==> config.mk <==
export PLATFORM = sky130hd
export DESIGN_NAME = lz_denorm
export DESIGN_NICKNAME = d
export VERILOG_FILES = /design/src/rtl/lz_pkg.sv /design/src/rtl/lz_shift_reg.sv /design/src/rtl/lz_denorm.sv
export SDC_FILE = /design/constraint.sdc
export NUM_CORES = 1
export LEC_CHECK = 0
export ABC_AREA = 1
export BUFFER_PORTS_ARGS = -buffer_cell sky130_fd_sc_hd__buf_2
export CAP_MARGIN = 20
export CORE_AREA = 2 2 40 42
export DETAILED_ROUTE_END_ITERATION = 6
export DIE_AREA = 0 0 42 44
export PLACE_DENSITY = 0.68
export SYNTH_ARGS = -nofsm -noshare
export SYNTH_HDL_FRONTEND = slang
export SYNTH_HIERARCHICAL = 1
export SYNTH_SLANG_ARGS = --single-unit
==> constraint.sdc <==
create_clock -name clk -period 1.5 [get_ports clk]
set_input_delay 0.075 -clock clk [delete_from_list [all_inputs] [get_ports clk]]
set_output_delay 0.075 -clock clk [all_outputs]
set_load 0.03 [all_outputs]
==> src/rtl/lz_pkg.sv <==
// Shared constants and state encoding for the leading-zero detect / denormalize pair.
package lz_pkg;

    localparam int LZ_WIDTH = 4;
    localparam int LZ_CNT_W = 3;

    typedef enum logic [1:0] {
        IDLE  = 2'd0,
        SHIFT = 2'd1,
        DONE  = 2'd2
    } lz_state_t;

endpackage

==> src/rtl/lz_shift_reg.sv <==
// Datapath register for lz_denorm: parallel load or logical shift right by one, zero-filled.
// Load wins over shift; reset clears the register.
module lz_shift_reg #(
    parameter int WIDTH = 4
) (
    input  logic             clk,
    input  logic             reset,
    input  logic             i_load,
    input  logic             i_shift,
    input  logic [WIDTH-1:0] i_data,
    output logic [WIDTH-1:0] o_data
);

    logic [WIDTH-1:0] r_data;

    always_ff @(posedge clk) begin
        if (reset) begin
            r_data <= '0;
        end else if (i_load) begin
            r_data <= i_data;
        end else if (i_shift) begin
            r_data <= {1'b0, r_data[WIDTH-1:1]};
        end
    end

    assign o_data = r_data;

endmodule

==> src/rtl/lz_denorm.sv <==
// Sequential denormalizer: restores norm_in >> min(lz_in,WIDTH), one bit per clock; result valid
// min(lz,WIDTH) edges after accept, held in DONE until out_ready; no accept outside IDLE.
module lz_denorm
    import lz_pkg::*;
#(
    parameter int WIDTH = LZ_WIDTH,
    parameter int CNT_W = LZ_CNT_W
) (
    input  logic             clk,
    input  logic             reset,
    input  logic             in_valid,
    output logic             in_ready,
    input  logic [WIDTH-1:0] norm_in,
    input  logic [CNT_W-1:0] lz_in,
    output logic             out_valid,
    input  logic             out_ready,
    output logic [WIDTH-1:0] data_out,
    output logic             norm_err
);

    localparam logic [CNT_W-1:0] W_MAX = CNT_W'(WIDTH);

    lz_state_t        r_state;
    lz_state_t        w_state_nxt;
    logic [CNT_W-1:0] r_cnt;
    logic [CNT_W-1:0] w_cnt_nxt;
    logic             r_norm_err;
    logic             w_norm_err_nxt;
    logic             w_accept;
    logic             w_load;
    logic             w_shift;
    logic [CNT_W-1:0] w_lz_sat;
    logic             w_err_in;
    logic [WIDTH-1:0] w_shift_q;

    assign w_accept = in_valid && (r_state == IDLE);
    assign w_lz_sat = (lz_in > W_MAX) ? W_MAX : lz_in;
    // An unset MSB is only legitimate for the all-zero operand; an oversize count is always bad.
    assign w_err_in = (lz_in > W_MAX) || ((lz_in < W_MAX) && !norm_in[WIDTH-1]);

    always_comb begin
        w_state_nxt    = r_state;
        w_cnt_nxt      = r_cnt;
        w_norm_err_nxt = r_norm_err;
        w_load         = 1'b0;
        w_shift        = 1'b0;
        case (r_state)
            IDLE: begin
                if (w_accept) begin
                    w_load         = 1'b1;
                    w_cnt_nxt      = w_lz_sat;
                    w_norm_err_nxt = w_err_in;
                    w_state_nxt    = (w_lz_sat == '0) ? DONE : SHIFT;
                end
            end
            SHIFT: begin
                w_shift   = 1'b1;
                w_cnt_nxt = r_cnt - 1'b1;
                if (w_cnt_nxt == '0) begin
                    w_state_nxt = DONE;
                end
            end
            DONE: begin
                if (out_ready) begin
                    w_state_nxt = IDLE;
                end
            end
            default: begin
                w_state_nxt = IDLE;
            end
        endcase
    end

    always_ff @(posedge clk) begin
        if (reset) begin
            r_state    <= IDLE;
            r_cnt      <= '0;
            r_norm_err <= 1'b0;
        end else begin
            r_state    <= w_state_nxt;
            r_cnt      <= w_cnt_nxt;
            r_norm_err <= w_norm_err_nxt;
        end
    end

    lz_shift_reg #(
        .WIDTH (WIDTH)
    ) u_shift_reg (
        .clk     (clk),
        .reset   (reset),
        .i_load  (w_load),
        .i_shift (w_shift),
        .i_data  (norm_in),
        .o_data  (w_shift_q)
    );

    assign in_ready  = (r_state == IDLE);
    assign out_valid = (r_state == DONE);
    assign data_out  = w_shift_q;
    assign norm_err  = r_norm_err;

endmodule

Word-level counts from Yosys, hierarchy flattened

Cells that the tools add are included.

Flip-flop bits (word level): 10
Output and inout bits: 7
Logic and storage cells: 37

Add/sub/neg operators: 1
Order comparisons: 2
Equality and inequality tests: 5
Mux-type cells: 13
Reductions and logical operators: 12

Operators by type and width:

| cell                  | count |
|---|---|
| $mux W2               | 4 |
| $mux W4               | 2 |
| $logic_not A3 Y1      | 2 |
| $mux W3               | 2 |
| $pmux W2 S3           | 1 |
| $pmux W3 S2           | 1 |
| $ne A2 B1 Y1 const B  | 2 |
| $reduce_and A2 Y1     | 2 |
| $reduce_bool A2 Y1    | 2 |
| $gt A3 B3 Y1 const B  | 1 |
| $lt A3 B3 Y1 const B  | 1 |
| $mux W1               | 3 |
| $reduce_and A3 Y1     | 1 |
| $sub A3 B1 Y3 const B | 1 |
| $eq A2 B1 Y1 const B  | 1 |
| $eq A2 B2 Y1 const B  | 1 |
| $logic_and A1 B1 Y1   | 2 |
| $logic_not A2 Y1      | 1 |
| $ne A2 B2 Y1 const B  | 1 |
| $logic_not A1 Y1      | 1 |
| $logic_or A1 B1 Y1    | 1 |

Longest topological paths before layout

Depth in word-level cells: 6
Gate-level depth with buffers: 9
Mapped depth without buffers: 9

Cells and area by module

The synthesis kept the hierarchy.

Modules (own cells, without submodules):

| module       | times used | cells each | area each (µm²) | seq. area each (µm²) |
|---|---|---|---|---|
| lz_denorm    | 1          | 63         | 411.6           | 120.1 |
| lz_shift_reg | 1          | 29         | 187.7           | 80.1 |

Worst setup path after synthesis

OpenSTA, ideal clock, no wires.

Path type: flip-flop to flip-flop
Start point: register r_state[1]
End point: register u_shift_reg.r_data[1] (netlist: u_shift_reg/o_data[1])
Data arrival time: 1.209 ns
Data required time: 1.391 ns
Slack: 0.182 ns
Cell stages (with the launch flop): 9
Path buffers: 0
Path through: dfxtp_1 nor2_4 inv_2 nor2_2 nor2_2 nand2_1 nand3_1 nand2_1 inv_1

Cells in the longest elaborated chain, start to end: 5
Elaborated cells on any way between the ends: 8
Those cells by class: eq/ne: 1; mux: 4; reduce/logical: 3

RTL lines:

| element                                       | RTL line           | source |
|---|---|---|
| start, declared                               | lz_denorm.sv:23    | `lz_state_t r_state;` |
| start signal, assigned                        | lz_denorm.sv:80    | `r_state <= w_state_nxt;` |
| $logic_not A2 Y1 *                            | n/a                |  |
| net in_ready                                  | lz_denorm.sv:12    | `output logic in_ready,` |
| $logic_and A1 B1 Y1                           | lz_denorm.sv:36    | `assign w_accept = in_valid && (r_state == IDLE);` |
| $mux W1                                       | lz_denorm.sv:49    | `if (w_accept) begin` |
| $mux W1 *                                     | lz_denorm.sv:47    | `case (r_state)` |
| net w_load                                    | lz_denorm.sv:30    | `logic w_load;` |
| $mux W4 or $reduce_bool A2 Y1 (tied branches) | n/a                |  |
| end signal, assigned                          | lz_shift_reg.sv:20 | `r_data <= i_data;` |
| end signal, assigned                          | lz_shift_reg.sv:22 | `r_data <= {1'b0, r_data[WIDTH-1:1]};` |
| end, declared                                 | lz_shift_reg.sv:14 | `logic [WIDTH-1:0] r_data;` |

Mark *: on every way through the listed nets, which the timed path passes. The rest lies on a longest branch.
A chain may end at the register's enable or synchronous reset.

Worst setup path after layout

Start point: register r_state[1]
End point: register u_shift_reg.r_data[0] (netlist: u_shift_reg/o_data[0])

Cells in the longest elaborated chain, start to end: 5
Elaborated cells on any way between the ends: 8
Those cells by class: eq/ne: 1; mux: 4; reduce/logical: 3

RTL lines:

| element                                       | RTL line |
|---|---|
| $logic_not A2 Y1 *                            | lz_denorm.sv:36, lz_denorm.sv:47 |
| $logic_and A1 B1 Y1                           | lz_denorm.sv:36 |
| $mux W1                                       | lz_denorm.sv:49 |
| $mux W1 *                                     | lz_denorm.sv:47 |
| net w_load                                    | lz_denorm.sv:30 |
| $mux W4 or $reduce_bool A2 Y1 (tied branches) | n/a |

Marked as above.

==> results.json <==
{
  "synth.most_common_cell": "nand2_1",
  "gp_congestion": 0.764,
  "cts_root_buf": "clkbuf_4",
  "io_buffers": 17,
  "hold_violations": 0,
  "grt_pass1_wl_um": 2100,
  "cts_setup_buffers": 0,
  "synth_area_um2": 599,
  "fin_ws_ns": 0.174,
  "grt_max_degree": 9,
  "place_ws_ns": 0.194,
  "cts.clk_slew.worst_paths_ns": 0.06,
  "grt-ovfl-total": 0,
  "cp_slowest_cell": "dfxtp_1",
  "synth_top_area_share_pct": 33.4,
  "cp.required_ns": 1.66,
  "die_y_um": 44,
  "path_class": "register to register",
  "hp-class": "primary input to register",
  "diodes": 0,
  "fin_tns_setup_ns": 0,
  "slew_headroom_pct": 76.2,
  "crit_arrival_ns": 1.48,
  "htree_levels": 1,
  "period_needed_ns": 1.33,
  "power_mw": 1.26,
  "rrSetupSlack_ns": 0.17,
  "postRouteAntennaNets": 0,
  "crit_chain": "nor2_4 -> inv_2 -> nor2_2 -> nor2_2 -> nand2_1 -> nand3_1 -> nand2_1 -> inv_1",
  "place_hpwl_um": 1020,
  "cts_buffer_depth": 2,
  "clk_latency_ns": 0.25,
  "maxCapViolCount": 0,
  "initial_utilization_pct": 42.2,
  "num_rows": 14,
  "netlist_instances": 92,
  "synth_cell_types": 17,
  "grt_pass1_vias": 541,
  "final_max_slew_viol_count": 0,
  "yosysSeqAreaShare_pct": 33.4,
  "clock_sinks": 10,
  "ioPinCount": 18,
  "numCtsBuffers": 3,
  "worst_slew_pin_slew_ns": 0.357,
  "core_um2": 1420,
  "area_delta_synth_final_pct": 21.3,
  "async_flop_share_pct": 0,
  "nets": 127,
  "drt_iter0_drc": 4,
  "final_area_um2": 727,
  "vias_per_cell": 4.70,
  "slowest_delay_ns": 0.38,
  "first_pass_iters": 3,
  "cts_tree": "built",
  "power_density_nw_per_um2": 1740,
  "wl_per_cell_um": 9.59,
  "dr_total_vias": 601,
  "p_leak_nw": 0.400,
  "period_share_pct": 88.4,
  "synth-edff-count": 0,
  "synth_area_leader_cell": "dfxtp_1",
  "cts-hold-fix-buffers": 0,
  "synth_seq_cells": 10,
  "drive_above_1_share_pct": 31.3,
  "setup_viol": 0,
  "drcViolationCount": 0,
  "wirelength_um": 1230,
  "ir_worst_vdd_mv": 0.690,
  "fin_skew_ns": 0.000346,
  "die_area_um2": 1850,
  "synth_ff_type": "dfxtp_1",
  "fin_util_pct": 51.2,
  "placed_area_um2": 704,
  "clock.fmax_ghz": 0.754,
  "synth_common_cells": "nand2_1 (23), inv_1 (13), dfxtp_1 (10), nand3_1 (10)",
  "synth_warnings": 6,
  "status": "complete, no violations",
  "synth_nets": 105,
  "setup.worst_path.start_class": "register",
  "cp-end-kind": "register",
  "gr-usage-all-layers_pct": 15.0,
  "cts_resized": 0,
  "avgSynthCellArea_um2": 6.51,
  "synth.area.top_cells": "dfxtp_1 (33%), nand2_1 (14%), nand3_1 (8.4%), inv_1 (8.1%), a21oi_1 (5.0%)",
  "cp_max_fo": 8,
  "antenna_found_initial": 0,
  "rsz0062_at_grt": "false",
  "die_w_um": 42
}
-- cell families after synthesis --
| family | share of synthesized area (%) |
|---|---|
| simple gates | 39.2 |
| fa+ha+maj | 4.17 |
| flops | 33.4 |
| buf+inv | 11.3 |
| compound gates | 11.9 |
-- critical path: cells and delay by family (launching register included) --
family | cells | cell delay [ns]
simple gates | 6 | 0.76
buf+inv | 2 | 0.07
flops | 1 | 0.38
-- where the power goes --
group          internal [mW]  total, mW  switching, mW  leakage (nW)
Clock                 0.0921      0.173         0.0808        0.0138
Sequential             0.344      0.412         0.0677        0.0826
Combinational          0.231      0.677          0.446         0.304
-- layout make-up --
type                    count  area, um2
repair buffers             17       85.1
multi-input cells          64        332
inverters                  18       67.6
clock buffers               3       22.5
flip-flops and latches     10        200
fillers                   160        692
well taps                  16       20.0
-- cells in the final DEF (no fill, tap or decap), types with 4 or more instances in the layout --
| cell | n |
|---|---|
| nor2_2 | 4 |
| buf_2 | 17 |
| inv_2 | 5 |
| dfxtp_1 | 10 |
| nor2_1 | 6 |
| inv_1 | 13 |
| nand2_1 | 23 |
| nand3_1 | 10 |
| a21oi_1 | 6 |
-- per-stage QoR --
step	hold slack, ns	instances
floorplan	0.137	92
global placement	0.331	125
detailed placement	0.326	125
CTS	0.0508	128
global route	0.0615	128
finish	0.0576	128
-- state kept, by name, summed over array words and instances (netlist names) --
register / flops
u_shift_reg/o_data: 4
r_cnt: 3
r_state: 2
norm_err: 1
-- final timing paths --
| kind | startpoint | to | cells after the start |
|---|---|---|---|
| hold reg to reg | u_shift_reg/o_data[3] | u_shift_reg/o_data[3] | 2 |
| setup reg to reg | r_state[1] | u_shift_reg/o_data[0] | 8 |
| setup / recovery | r_state[1] | u_shift_reg/o_data[0] | 8 |
| hold / removal | reset | u_shift_reg/o_data[2] | 2 |
-- layer usage --
metal  track usage, %  up-vias  wire [um]
met5                0        -          0
met4             9.68        0         12
met3             2.92        2         69
met2             25.6       13        614
met1             17.3      261        531
li1                 -      325          -
(Power assumes the default switching activity.)
